==> src/rtl/display_pkg.sv <==
// Shared types and the hex-to-7-segment decode used by the display scanner.
package display_pkg;

   localparam logic [6:0] SEG_OFF = 7'h7F;

   // Active-high patterns, bit order {g,f,e,d,c,b,a}.
   localparam logic [6:0] SEG_LUT [16] = '{
      7'h3F, 7'h06, 7'h5B, 7'h4F, 7'h66, 7'h6D, 7'h7D, 7'h07,
      7'h7F, 7'h6F, 7'h77, 7'h7C, 7'h39, 7'h5E, 7'h79, 7'h71
   };

   typedef enum logic {
      GUARD = 1'b0,
      ON    = 1'b1
   } scan_state_t;

   function automatic logic [6:0] hex_to_seg_n(input logic [3:0] nibble);
      return ~SEG_LUT[nibble];
   endfunction

endpackage

==> src/rtl/scan_timer.sv <==
// Free-running per-digit slot counter; one period is a full guard+on dwell,
// so the scan FSM only has to react to the two pulses.
module scan_timer
   import display_pkg::*;
#(
   parameter int DWELL_CYCLES = 6750,
   parameter int GUARD_CYCLES = 64
) (
   input  logic clk,
   input  logic rst,
   output logic guard_done_o,
   output logic dwell_done_o
);

   localparam int CW = $clog2(DWELL_CYCLES);
   localparam logic [CW-1:0] GUARD_LAST = CW'(GUARD_CYCLES - 1);
   localparam logic [CW-1:0] DWELL_LAST = CW'(DWELL_CYCLES - 1);

   logic [CW-1:0] cnt_q;
   logic [CW-1:0] cnt_d;

   // Next count: wrap at the end of each digit slot.
   always_comb begin
      cnt_d = cnt_q;
      if (cnt_q == DWELL_LAST) begin
         cnt_d = '0;
      end else begin
         cnt_d = cnt_q + CW'(1);
      end
   end

   // Counter register.
   always_ff @(posedge clk) begin
      if (rst) begin
         cnt_q <= '0;
      end else begin
         cnt_q <= cnt_d;
      end
   end

   assign guard_done_o = (cnt_q == GUARD_LAST);
   assign dwell_done_o = (cnt_q == DWELL_LAST);

endmodule

==> src/rtl/display_scan.sv <==
// Multiplexed common-anode 7-segment driver with ghosting guard and
// frame-synchronous double buffering. Optional macro: LEADING_ZERO_BLANK_EN.
module display_scan
   import display_pkg::*;
#(
   parameter int N_DIGITS     = 4,
   parameter int DWELL_CYCLES = 6750,
   parameter int GUARD_CYCLES = 64
) (
   input  logic                  clk,
   input  logic                  rst,
   input  logic                  load_i,
   input  logic [4*N_DIGITS-1:0] digits_i,
   input  logic [N_DIGITS-1:0]   dp_i,
   input  logic [N_DIGITS-1:0]   blank_i,
   output logic [N_DIGITS-1:0]   an_o,
   output logic [6:0]            seg_o,
   output logic                  dp_o,
   output logic                  frame_o,
   output logic                  busy_o
);

   localparam int IW = $clog2(N_DIGITS);
   localparam logic [IW-1:0] IDX_LAST = IW'(N_DIGITS - 1);

   scan_state_t           state_q, state_d;
   logic [IW-1:0]         idx_q, idx_d;
   logic [4*N_DIGITS-1:0] sh_dig_q, sh_dig_d;
   logic [N_DIGITS-1:0]   sh_dp_q, sh_dp_d;
   logic [N_DIGITS-1:0]   sh_blank_q, sh_blank_d;
   logic                  pending_q, pending_d;
   logic [4*N_DIGITS-1:0] act_dig_q, act_dig_d;
   logic [N_DIGITS-1:0]   act_dp_q, act_dp_d;
   logic [N_DIGITS-1:0]   act_blank_q, act_blank_d;
   logic                  act_valid_q, act_valid_d;
   logic [N_DIGITS-1:0]   an_q, an_d;
   logic [6:0]            seg_q, seg_d;
   logic                  dp_q, dp_d;
   logic                  frame_q, frame_d;

   logic                  guard_done_s;
   logic                  dwell_done_s;
   logic                  frame_tick_s;
   logic [N_DIGITS-1:0]   cp_blank_s;
   logic [N_DIGITS-1:0]   cp_dp_s;

   scan_timer #(
      .DWELL_CYCLES (DWELL_CYCLES),
      .GUARD_CYCLES (GUARD_CYCLES)
   ) u_timer (
      .clk          (clk),
      .rst          (rst),
      .guard_done_o (guard_done_s),
      .dwell_done_o (dwell_done_s)
   );

   assign frame_tick_s = (state_q == ON) && dwell_done_s && (idx_q == IDX_LAST);

   // Blank/dp masks as they will land in the active buffer on a copy.
   always_comb begin
`ifdef LEADING_ZERO_BLANK_EN
      logic lead_s;
      cp_blank_s = sh_blank_q;
      cp_dp_s    = sh_dp_q;
      lead_s     = 1'b1;
      for (int i = N_DIGITS - 1; i >= 1; i--) begin
         if (lead_s && (sh_dig_q[4*i +: 4] == 4'h0)) begin
            cp_blank_s[i] = 1'b1;
            cp_dp_s[i]    = 1'b0;
         end else begin
            lead_s = 1'b0;
         end
      end
`else
      cp_blank_s = sh_blank_q;
      cp_dp_s    = sh_dp_q;
`endif
   end

   // Scan sequencing, shadow capture and frame-boundary copy.
   always_comb begin
      state_d     = state_q;
      idx_d       = idx_q;
      sh_dig_d    = sh_dig_q;
      sh_dp_d     = sh_dp_q;
      sh_blank_d  = sh_blank_q;
      pending_d   = pending_q;
      act_dig_d   = act_dig_q;
      act_dp_d    = act_dp_q;
      act_blank_d = act_blank_q;
      act_valid_d = act_valid_q;

      case (state_q)
         GUARD: begin
            if (guard_done_s) begin
               state_d = ON;
            end else begin
               state_d = GUARD;
            end
         end
         ON: begin
            if (dwell_done_s) begin
               state_d = GUARD;
               if (idx_q == IDX_LAST) begin
                  idx_d = '0;
               end else begin
                  idx_d = idx_q + IW'(1);
               end
            end else begin
               state_d = ON;
            end
         end
         default: begin
            state_d = GUARD;
         end
      endcase

      // Copy uses the shadow as it stood before any coincident load.
      if (frame_tick_s && pending_q) begin
         act_dig_d   = sh_dig_q;
         act_dp_d    = cp_dp_s;
         act_blank_d = cp_blank_s;
         act_valid_d = 1'b1;
         pending_d   = 1'b0;
      end else begin
         act_valid_d = act_valid_q;
      end

      if (load_i) begin
         sh_dig_d   = digits_i;
         sh_dp_d    = dp_i;
         sh_blank_d = blank_i;
         pending_d  = 1'b1;
      end else begin
         sh_dig_d = sh_dig_q;
      end
   end

   // Registered pad drive for the current slot.
   always_comb begin
      an_d    = '1;
      seg_d   = SEG_OFF;
      dp_d    = 1'b1;
      frame_d = frame_tick_s;
      if ((state_q == ON) && act_valid_q) begin
         an_d[idx_q] = 1'b0;
         if (act_blank_q[idx_q]) begin
            seg_d = SEG_OFF;
            dp_d  = 1'b1;
         end else begin
            seg_d = hex_to_seg_n(act_dig_q[{idx_q, 2'b00} +: 4]);
            dp_d  = ~act_dp_q[idx_q];
         end
      end else begin
         an_d = '1;
      end
   end

   // State and buffer registers.
   always_ff @(posedge clk) begin
      if (rst) begin
         state_q     <= GUARD;
         idx_q       <= '0;
         sh_dig_q    <= '0;
         sh_dp_q     <= '0;
         sh_blank_q  <= '1;
         pending_q   <= 1'b0;
         act_dig_q   <= '0;
         act_dp_q    <= '0;
         act_blank_q <= '1;
         act_valid_q <= 1'b0;
         an_q        <= '1;
         seg_q       <= SEG_OFF;
         dp_q        <= 1'b1;
         frame_q     <= 1'b0;
      end else begin
         state_q     <= state_d;
         idx_q       <= idx_d;
         sh_dig_q    <= sh_dig_d;
         sh_dp_q     <= sh_dp_d;
         sh_blank_q  <= sh_blank_d;
         pending_q   <= pending_d;
         act_dig_q   <= act_dig_d;
         act_dp_q    <= act_dp_d;
         act_blank_q <= act_blank_d;
         act_valid_q <= act_valid_d;
         an_q        <= an_d;
         seg_q       <= seg_d;
         dp_q        <= dp_d;
         frame_q     <= frame_d;
      end
   end

   assign an_o    = an_q;
   assign seg_o   = seg_q;
   assign dp_o    = dp_q;
   assign frame_o = frame_q;
   assign busy_o  = pending_q;

endmodule

==> config.mk <==
export PLATFORM = sky130hd
export DESIGN_NAME = display_scan
export DESIGN_NICKNAME = d
export VERILOG_FILES = /design/src/rtl/display_pkg.sv /design/src/rtl/scan_timer.sv /design/src/rtl/display_scan.sv
export SDC_FILE = /design/constraint.sdc
export NUM_CORES = 1
export LEC_CHECK = 0
export ABC_AREA = 1
export CELL_PAD_IN_SITES_DETAIL_PLACEMENT = 1
export CELL_PAD_IN_SITES_GLOBAL_PLACEMENT = 2
export CORE_MARGIN = 3
export CORE_UTILIZATION = 34
export DETAILED_ROUTE_END_ITERATION = 7
export HOLD_SLACK_MARGIN = 0.08
export MAX_ROUTING_LAYER = met4
export PLACE_DENSITY = 0.81
export SLEW_MARGIN = 5
export SYNTH_ARGS = -nofsm -noshare
export SYNTH_HDL_FRONTEND = slang
export SYNTH_HIERARCHICAL = 1
export SYNTH_SLANG_ARGS = --single-unit
==> constraint.sdc <==
create_clock -name clk -period 2.6 [get_ports clk]
set_input_delay 0.52 -clock clk [delete_from_list [all_inputs] [get_ports clk]]
set_output_delay 0.52 -clock clk [all_outputs]
set_load 0.005 [all_outputs]
Yosys cells after proc, flatten, opt, wreduce, memory -nomap -nowiden. Memories as Yosys holds them, arrays and structs flattened. Index checks and enable logic that the tools add are counted.

Bits in read-only memories: 112. Register bits after elaboration: 79. Output and inout port bits: 14. Memories: 1. Bits in latches: 0. Bits in writable memories: 0.

$add $sub $neg: 2. Div/mod/pow operators: 0. Equal/unequal tests: 3. $mul: 0. Multiplexer cells: 14. Reduce and logical (&&, ||, !) cells: 10. Order comparisons: 3. Bitwise gates (word level): 6. Shifts and indexed selects: 1.

Memory list: (no name shown) (depth 16, bits a word 7, rd ports 1, clocked after memory_dff 0, write ports 0, line display_pkg.sv:18) `return ~SEG_LUT[nibble];`.

Operators by type and width (number): 16-bit by 5-bit variable part select with 4-bit output (1); 7-bit two-way mux (2); 13-bit by 1-bit adder with 13-bit output (second input constant) (1); 13-bit == test (second input constant) (1); 13-bit by 6-bit == test with 1-bit output (second input constant) (1); 1-bit two-way mux (7); 7-bit inverter (1); 5-bit greater-or-equal comparator (second input constant) (1); 1-bit logical AND (5); 4-bit inverter with 5-bit output (1); 1-bit binary-select mux with 2-bit select (2); 4-bit inverter (1); 2-bit OR reduction (2); 2-bit by 3-bit less-than comparator with 1-bit output (second input constant) (1); 1-bit inverter (3); 3-bit OR reduction (1); 2-bit by 1-bit adder with 2-bit output (second input constant) (1); 1-bit demux with 2-bit select (1); 2-bit == test (second input constant) (1); 2-bit by 1-bit greater-or-equal comparator with 1-bit output (second input constant) (1); 2-bit two-way mux (1); 1-bit one-hot mux with 2 select lines (1); 2-bit AND reduction (1); 2-bit nonzero test (1).

Logic depth before layout (Yosys ltp). Gate-level depths: netlist of the first run.

Depth in word-level cells: 6. Depth in mapped cells: 12. Depth with buffers taken out: 10.

Modules after synthesis. The synthesis of the first run kept the hierarchy.

By module, submodules not included: display_scan (times used 1, area each 2788.9 µm², seq. area each 1321.3 µm², cells each 363); scan_timer (times used 1, area each 695.7 µm², seq. area each 260.2 µm², cells each 102).

Worst setup path before layout of the first run. No wires, ideal clock.

Path type: flip-flop to flip-flop. Start: reg u_timer.cnt_q[0]. End: reg act_dig_q[10]. Data arrival time: 1.566 ns. Stages on the path, launching flop included: 10. Period minus slack after synthesis: 1.682 ns. Data required time: 2.484 ns. Buffers on the path: 1. Slack: 0.918 ns. Cells stage by stage: dfxtp_1 ha_1 nand4_1 nor4_1 nand2_2 inv_2 nand3_4 clkbuf_1 o21ai_0 nor2_1.

Longest elaborated chain between the ends: 4.

RTL lines: start, declared (line scan_timer.sv:19) `logic [CW-1:0] cnt_q;`; start signal, assigned (line scan_timer.sv:37) `cnt_q <= cnt_d;`; 13-bit == test (line scan_timer.sv:42) `assign dwell_done_o = (cnt_q == DWELL_LAST);`; via dwell_done_s (line display_scan.sv:42) `logic dwell_done_s;`; 1-bit logical AND (2 in a row) (line display_scan.sv:57) `assign frame_tick_s = (state_q == ON) && dwell_done_s && (idx_q == IDX_LAST);`; 1-bit logical AND (line display_scan.sv:119) `if (frame_tick_s && pending_q) begin`; end signal, assigned (line display_scan.sv:183) `act_dig_q <= act_dig_d;`; end, declared (line display_scan.sv:32) `logic [4*N_DIGITS-1:0] act_dig_q, act_dig_d;`.

The timed path passes the listed nets, and every way through them passes these cells. A chain may end at the register's enable or synchronous reset.

Worst setup path after layout of the first run.
Start: reg u_timer.cnt_q[0]. End: reg act_dig_q[0].

Same word-level chain as after synthesis.

==> impl_metrics.py, run 1 <==
metrics = {
    "clock_network": {
        "clock_path_buffers": 2,
        "clk_latency_ps": 360,
        "cts_tree": "done",
        "numCtsBuffers": 9,
        "cts_root_buffer": "clkbuf_8",
        "cts_resized": 0,
        "cts.sinks": 79,
        "cts_max_level": 3,
        "postCtsHoldBufs": 0,
        "postCtsSetupBuffers": 0,
        "clkTransAtPathRegs_ps": 90,
    },
    "yosys": {
        "ys_ff_latch": 79,
        "syn_avg_cell_area_um2": 7.494,
        "netlist_instances": 465,
        "synth_top_flop_cell": "dfxtp_1",
        "syn_nets": 504,
        "synth_edf_count": 0,
        "netlist_area_um2": 3485,
        "ys_seq_area_share_pct": 45.39,
        "yosysWarnings": 6,
        "async_flop_share_pct": 0,
        "synth_cell_types": 30,
    },
    "floorplan": {
        "fp-row-count": 36,
        "die_h_um": 107.2,
        "io_pins": 41,
        "start_util_pct": 35.32,
        "core_area_um2": 9864,
        "dieArea_um2": 11500,
        "die_w_um": 107.2,
    },
    "routing": {
        "finalWirelength_um": 8332,
        "drc": 0,
        "vias_per_cell": 4.736,
        "route.detailed.wl_per_inst_um": 13.02,
        "dr.pass1.iters": 4,
        "drtIter0Drc": 85,
        "postRouteAntennaNets": 0,
        "via_count": 3031,
    },
    "worst_setup_path": {
        "worst_ep_arrival_time_ps": 2280,
        "end_kind": "flip-flop",
        "path_max_fanout": 26,
        "critical_path_class": "flip-flop to flip-flop",
        "required_ps": 2850,
        "start_kind": "flip-flop",
    },
    "power_and_ir_drop": {
        "power_density_nw_per_um2": 563.5,
        "finalPower_mw": 2.360,
        "vdd.ir_drop.worst_uv": 218.6,
        "p_leak_nw": 1.648,
    },
    "sta": {
        "slew_violations": 0,
        "relSlewSlack_pct": 62.52,
        "finalSetupViolCount": 0,
        "setup_tns_ps": 0,
        "worst_pin_slew_ps": 561.5,
        "clock_skew_ps": 13.86,
        "grt_setup_unrepaired": "no",
        "fmax_mhz": 494.1,
        "finalCriticalPeriod_ps": 2024,
        "fin_crit_sh_pct": 77.85,
        "hold_viol": 0,
        "fin_ws_ps": 575.9,
    },
    "final_layout": {
        "final_util_pct": 42.45,
        "nets": 541,
        "area.sequential_um2": 1582,
        "multiInputGateArea_um2": 1683,
        "drive_above_1_share_pct": 9.665,
        "fillers": 1234,
        "antennaDiodeCount": 0,
        "area_delta_synth_final_pct": 20.18,
    },
    "global_routing": {
        "grt_use_met1_pct": 18.96,
        "grt_busiest_layer": "met2",
        "overflow": 0,
        "track_usage_pct": 16.13,
        "grt_pass1_vias": 3115,
        "grt_use_met3_pct": 3.793,
        "grt_pass1_wl_um": 14430,
        "grt_use_met2_pct": 26.81,
        "antenna_found_initial": 0,
        "grt_max_degree": 45,
    },
    "outcome": {
        "outcome": "finished, final reports clean",
    },
    "place": {
        "routabilityCongestion": 0.7995,
        "place_ws_ps": 386.1,
        "place_hpwl_um": 5996,
        "io_buffers": 40,
    },
    "flow_run": {
        "cap_viol_max_count": 0,
    },
    "hold_path": {
        "min_path_type": "flip-flop to flip-flop",
    },
}
==> placed cells by master (no fill, tap or decap), types with 11 or more instances in the layout <==
cell type,n
nand2_1,84
a21oi_1,12
nand2_2,11
nand3_1,39
clkdlybuf4s50_1,40
nor2_1,111
inv_1,20
ha_1,12
o21ai_0,43
dfxtp_1,79
==> final cells by class <==
cell class / instances / share of cell area [%]
Clock buffer: 9 / 2.958
Multi-Input combinational cell: 342 / 40.19
Tap cell: 133 / 3.974
Timing Repair Buffer: 44 / 10.58
Clock inverter: 7 / 2.091
Inverter: 26 / 2.450
Sequential cell: 79 / 37.77
==> registers in the layout (all words and copies together) (netlist names) <==
| signal | count |
|---|---|
| act_dig_q | 16 |
| sh_dig_q | 16 |
| u_timer/cnt_q | 13 |
| seg_o | 7 |
| act_blank_q | 4 |
| act_dp_q | 4 |
| an_o | 4 |
| cp_blank_s | 4 |
| cp_dp_s | 4 |
| idx_q | 2 |
| act_valid_q | 1 |
| busy_o | 1 |
| dp_o | 1 |
| frame_o | 1 |
| state_q | 1 |
==> critical path, cell delays in order (launching register included) <==
cell and delay (ps):
dfxtp_1 420, ha_1 200, nand4_1 100, nor4_1 360, nand2_2 150, inv_2 110
nand3_4 70, buf_4 220, o21ai_0 230, nor2_1 70
==> per-stage QoR <==
stage | area [µm²] | hold WS (ps) | instances
4_1_cts | 4188 | 474.4 | 640
6_report | 4188 | 468.7 | 640
5_1_grt | 4188 | 497.0 | 640
3_5_place_dp | 3976 | 452.1 | 624
3_3_place_gp | 3976 | 449.7 | 624
2_1_floorplan | 3485 | 429.2 | 465
==> per-layer routing <==
| layer | up-vias | wire [µm] |
|---|---|---|
| li1 | 1570 | - |
| met1 | 1407 | 3935 |
| met2 | 42 | 3955 |
| met3 | 12 | 295 |
| met4 | 0 | 146 |
| met5 | - | 0 |
==> report_power, final <==
group          internal, mW  switching, mW  total [mW]
sequential             1.24         0.0183        1.26
combinational        0.0633         0.0574       0.121
clock                 0.467          0.514       0.981
==> cells by family after synthesis <==
logic type               count (synthesis)  share of synthesized area (%)
flip-flops                              79                          45.39
adder cells (fa/ha/maj)                 12                          4.309
AO/OA/AOI/OAI                           59                          8.726
XOR/XNOR                                 5                          1.257
AND/OR/NAND/NOR                        266                          34.00
buffers and inverters                   44                          6.319
==> final timing paths <==
| kind | from | endpoint | slack, ps | depth (start not counted) |
|---|---|---|---|---|
| hold reg to reg | cp_blank_s[2] | cp_blank_s[2] | 470 | 2 |
| setup reg to reg | u_timer/cnt_q[0] | act_dig_q[0] | 580 | 9 |
| setup / recovery | u_timer/cnt_q[0] | act_dig_q[0] | 580 | 9 |
| hold / removal | cp_blank_s[2] | cp_blank_s[2] | 470 | 2 |
==> cell usage after synthesis (6+ instances only) <==
cell	count	share of area [%]
buf_6	6	1.9
nand3_1	39	5.6
clkbuf_1	10	1.1
nor2_1	111	12
nand2_1	84	9.0
nand2_2	11	2.0
o21ai_0	43	6.2
dfxtp_1	79	45
a21oi_1	12	1.7
nand4_1	7	1.3
ha_1	12	4.3
inv_1	20	2.2
Note: power is estimated with default switching activity, not from simulation.
==> run 2: changes to the inputs <==
CORE_UTILIZATION = 29   (was 34)
PLACE_DENSITY = 0.73   (was 0.81)
clock period = 1.68 ns   (was 2.6 ns; I/O delays follow)
==> run 2 against run 1 <==
  * Cell count rose by 7.3%
  * Sequential power is 55% higher
  * Worst hold slack lost 8.6 ps
  * Largest cell class unchanged
  * Clock skew is 1.1 ps lower
  * Non-clock buffer count is 37 higher
  * Global-route usage decreased by 1.1 points
  * Sequential share of layout area shrank 4.3 points
  * Highest routed layer unchanged
  * Critical path depth stayed put
==> impl_metrics.py, run 2 (synthesis results as in run 1) <==
metrics = {
    "floorplan": {
        "io_pins": 41,
        "die_w_um": 115.6,
        "start_util_pct": 30.13,
        "dieArea_um2": 13370,
        "die_h_um": 115.6,
        "fp-row-count": 39,
        "core_area_um2": 11560,
    },
    "global_routing": {
        "track_usage_pct": 15.07,
        "grt_use_met3_pct": 4.230,
        "grt_max_degree": 27,
        "antenna_found_initial": 0,
        "grt_use_met2_pct": 23.26,
        "overflow": 0,
        "grt_use_met1_pct": 18.65,
        "grt_pass1_vias": 3235,
        "grt_pass1_wl_um": 15390,
        "grt_busiest_layer": "met2",
    },
    "sta": {
        "finalSetupViolCount": 0,
        "slew_violations": 0,
        "whs_ps": 460.1,
        "worst_pin_slew_ps": 405.8,
        "relSlewSlack_pct": 72.91,
        "hold_viol": 0,
        "grt_setup_unrepaired": "yes",
        "fmax_mhz": 602.0,
        "finalCriticalPeriod_ps": 1661,
        "setup_tns_ps": 0,
        "fin_crit_sh_pct": 98.88,
        "clock_skew_ps": 12.74,
        "fin_ws_ps": 18.80,
    },
    "worst_setup_path": {
        "critical_path_class": "flip-flop to flip-flop",
        "end_kind": "flip-flop",
        "start_kind": "flip-flop",
        "worst_ep_arrival_time_ps": 1890,
        "path_common_cell": "inv_2",
        "required_ps": 1910,
        "cpPeakStageDelay_ps": 330,
        "critical_path.top_delay_family": "simple AND/OR/NAND/NOR gates",
        "cp_num_buf_inv": 3,
        "path_max_fanout": 12,
        "slowest_stage": "dfxtp_1",
        "crit_chain": "inv_2, nand4_1, nor4_2, nand2_2, inv_2, nand3_4, buf_12, o21ai_1, nor2_1",
    },
    "outcome": {
        "outcome": "finished, final reports clean",
    },
    "place": {
        "dp_cells": 659,
        "dpl_cell_area_um2": 4208,
        "place_ws_ps": -18.59,
        "place_hpwl_um": 6490,
        "routabilityCongestion": 0.7862,
        "io_buffers": 40,
    },
    "power_and_ir_drop": {
        "finalPower_mw": 4.209,
        "p_leak_nw": 1.915,
        "vdd.ir_drop.worst_uv": 471.5,
        "power_density_nw_per_um2": 888.6,
    },
    "routing": {
        "drc": 0,
        "vias_per_cell": 4.614,
        "route.detailed.wl_per_inst_um": 13.70,
        "dr.pass1.iters": 4,
        "postRouteAntennaNets": 0,
        "drtIter0Drc": 92,
        "via_count": 3170,
        "finalWirelength_um": 9415,
    },
    "final_layout": {
        "multiInputGateArea_um2": 1740,
        "final_area_um2": 4737,
        "nets": 578,
        "area_delta_synth_final_pct": 35.94,
        "final_util_pct": 40.96,
        "antennaDiodeCount": 0,
        "most-common-layout-cells": "nor2_1, nand2_1, dfxtp_1, clkdlybuf4s50_1, nand3_1",
        "fillers": 1435,
        "drive_above_1_share_pct": 18.93,
        "area.sequential_um2": 1587,
        "top_regs": "act_dig_q (16), sh_dig_q (16), u_timer/cnt_q (13)",
        "layoutNonFillerInstCount": 687,
        "final_common_cell": "nor2_1",
    },
    "clock_network": {
        "postCtsHoldBufs": 0,
        "clkTransAtPathRegs_ps": 60,
        "cts_tree": "done",
        "clk_latency_ps": 350,
        "cts_root_buffer": "clkbuf_16",
        "numCtsBuffers": 9,
        "cts_max_level": 3,
        "cts.sinks": 79,
        "clock_path_buffers": 2,
    },
    "flow_run": {
        "cap_viol_max_count": 0,
    },
    "hold_path": {
        "min_path_type": "flip-flop to flip-flop",
    },
}
-- run 2: cell type report --
type,instances,area share (%)
inverters,26,2.324
multi-input cells,342,36.74
repair buffers,81,17.01
well taps,143,3.777
flip-flops and latches,79,33.49
clock buffers,11,5.335
clock inverters,5,1.321
-- run 2: timing repair --
item	in CTS	in global routing
pin swaps	2	3
endpoints found under the setup margin	20	32
buffers inserted	2	5
resized for setup	1	31
cloned	0	5
-- run 2: routing by layer --
layer	up-vias	routed length, µm
li1	1649	-
met1	1465	4466
met2	47	4454
met3	9	379
met4	0	115
met5	-	0
-- run 2: report_power, final --
part	internal (mW)	leakage, nW	switching, mW
Sequential	1.92	0.646	0.0283
Combinational	0.112	1.12	0.101
Clock	1.24	0.149	0.804
Total	3.28	1.91	0.933
-- run 2: path summary, 6_finish.rpt --
check | end | start | depth (start not counted) | slack, ps
hold / removal | cp_blank_s[3] | cp_blank_s[3] | 2 | 460
setup / recovery | act_dig_q[11] | u_timer/cnt_q[5] | 9 | 20
setup reg to reg | act_dig_q[11] | u_timer/cnt_q[5] | 9 | 20
hold reg to reg | cp_blank_s[3] | cp_blank_s[3] | 2 | 460
-- run 2: worst reg2reg max path: stages (launching register included) --
cell and delay [ps]:
dfxtp_1 330, inv_2 80, nand4_1 120, nor4_2 280
nand2_2 100, inv_2 90, nand3_4 140, buf_12 190
o21ai_1 150, nor2_1 60
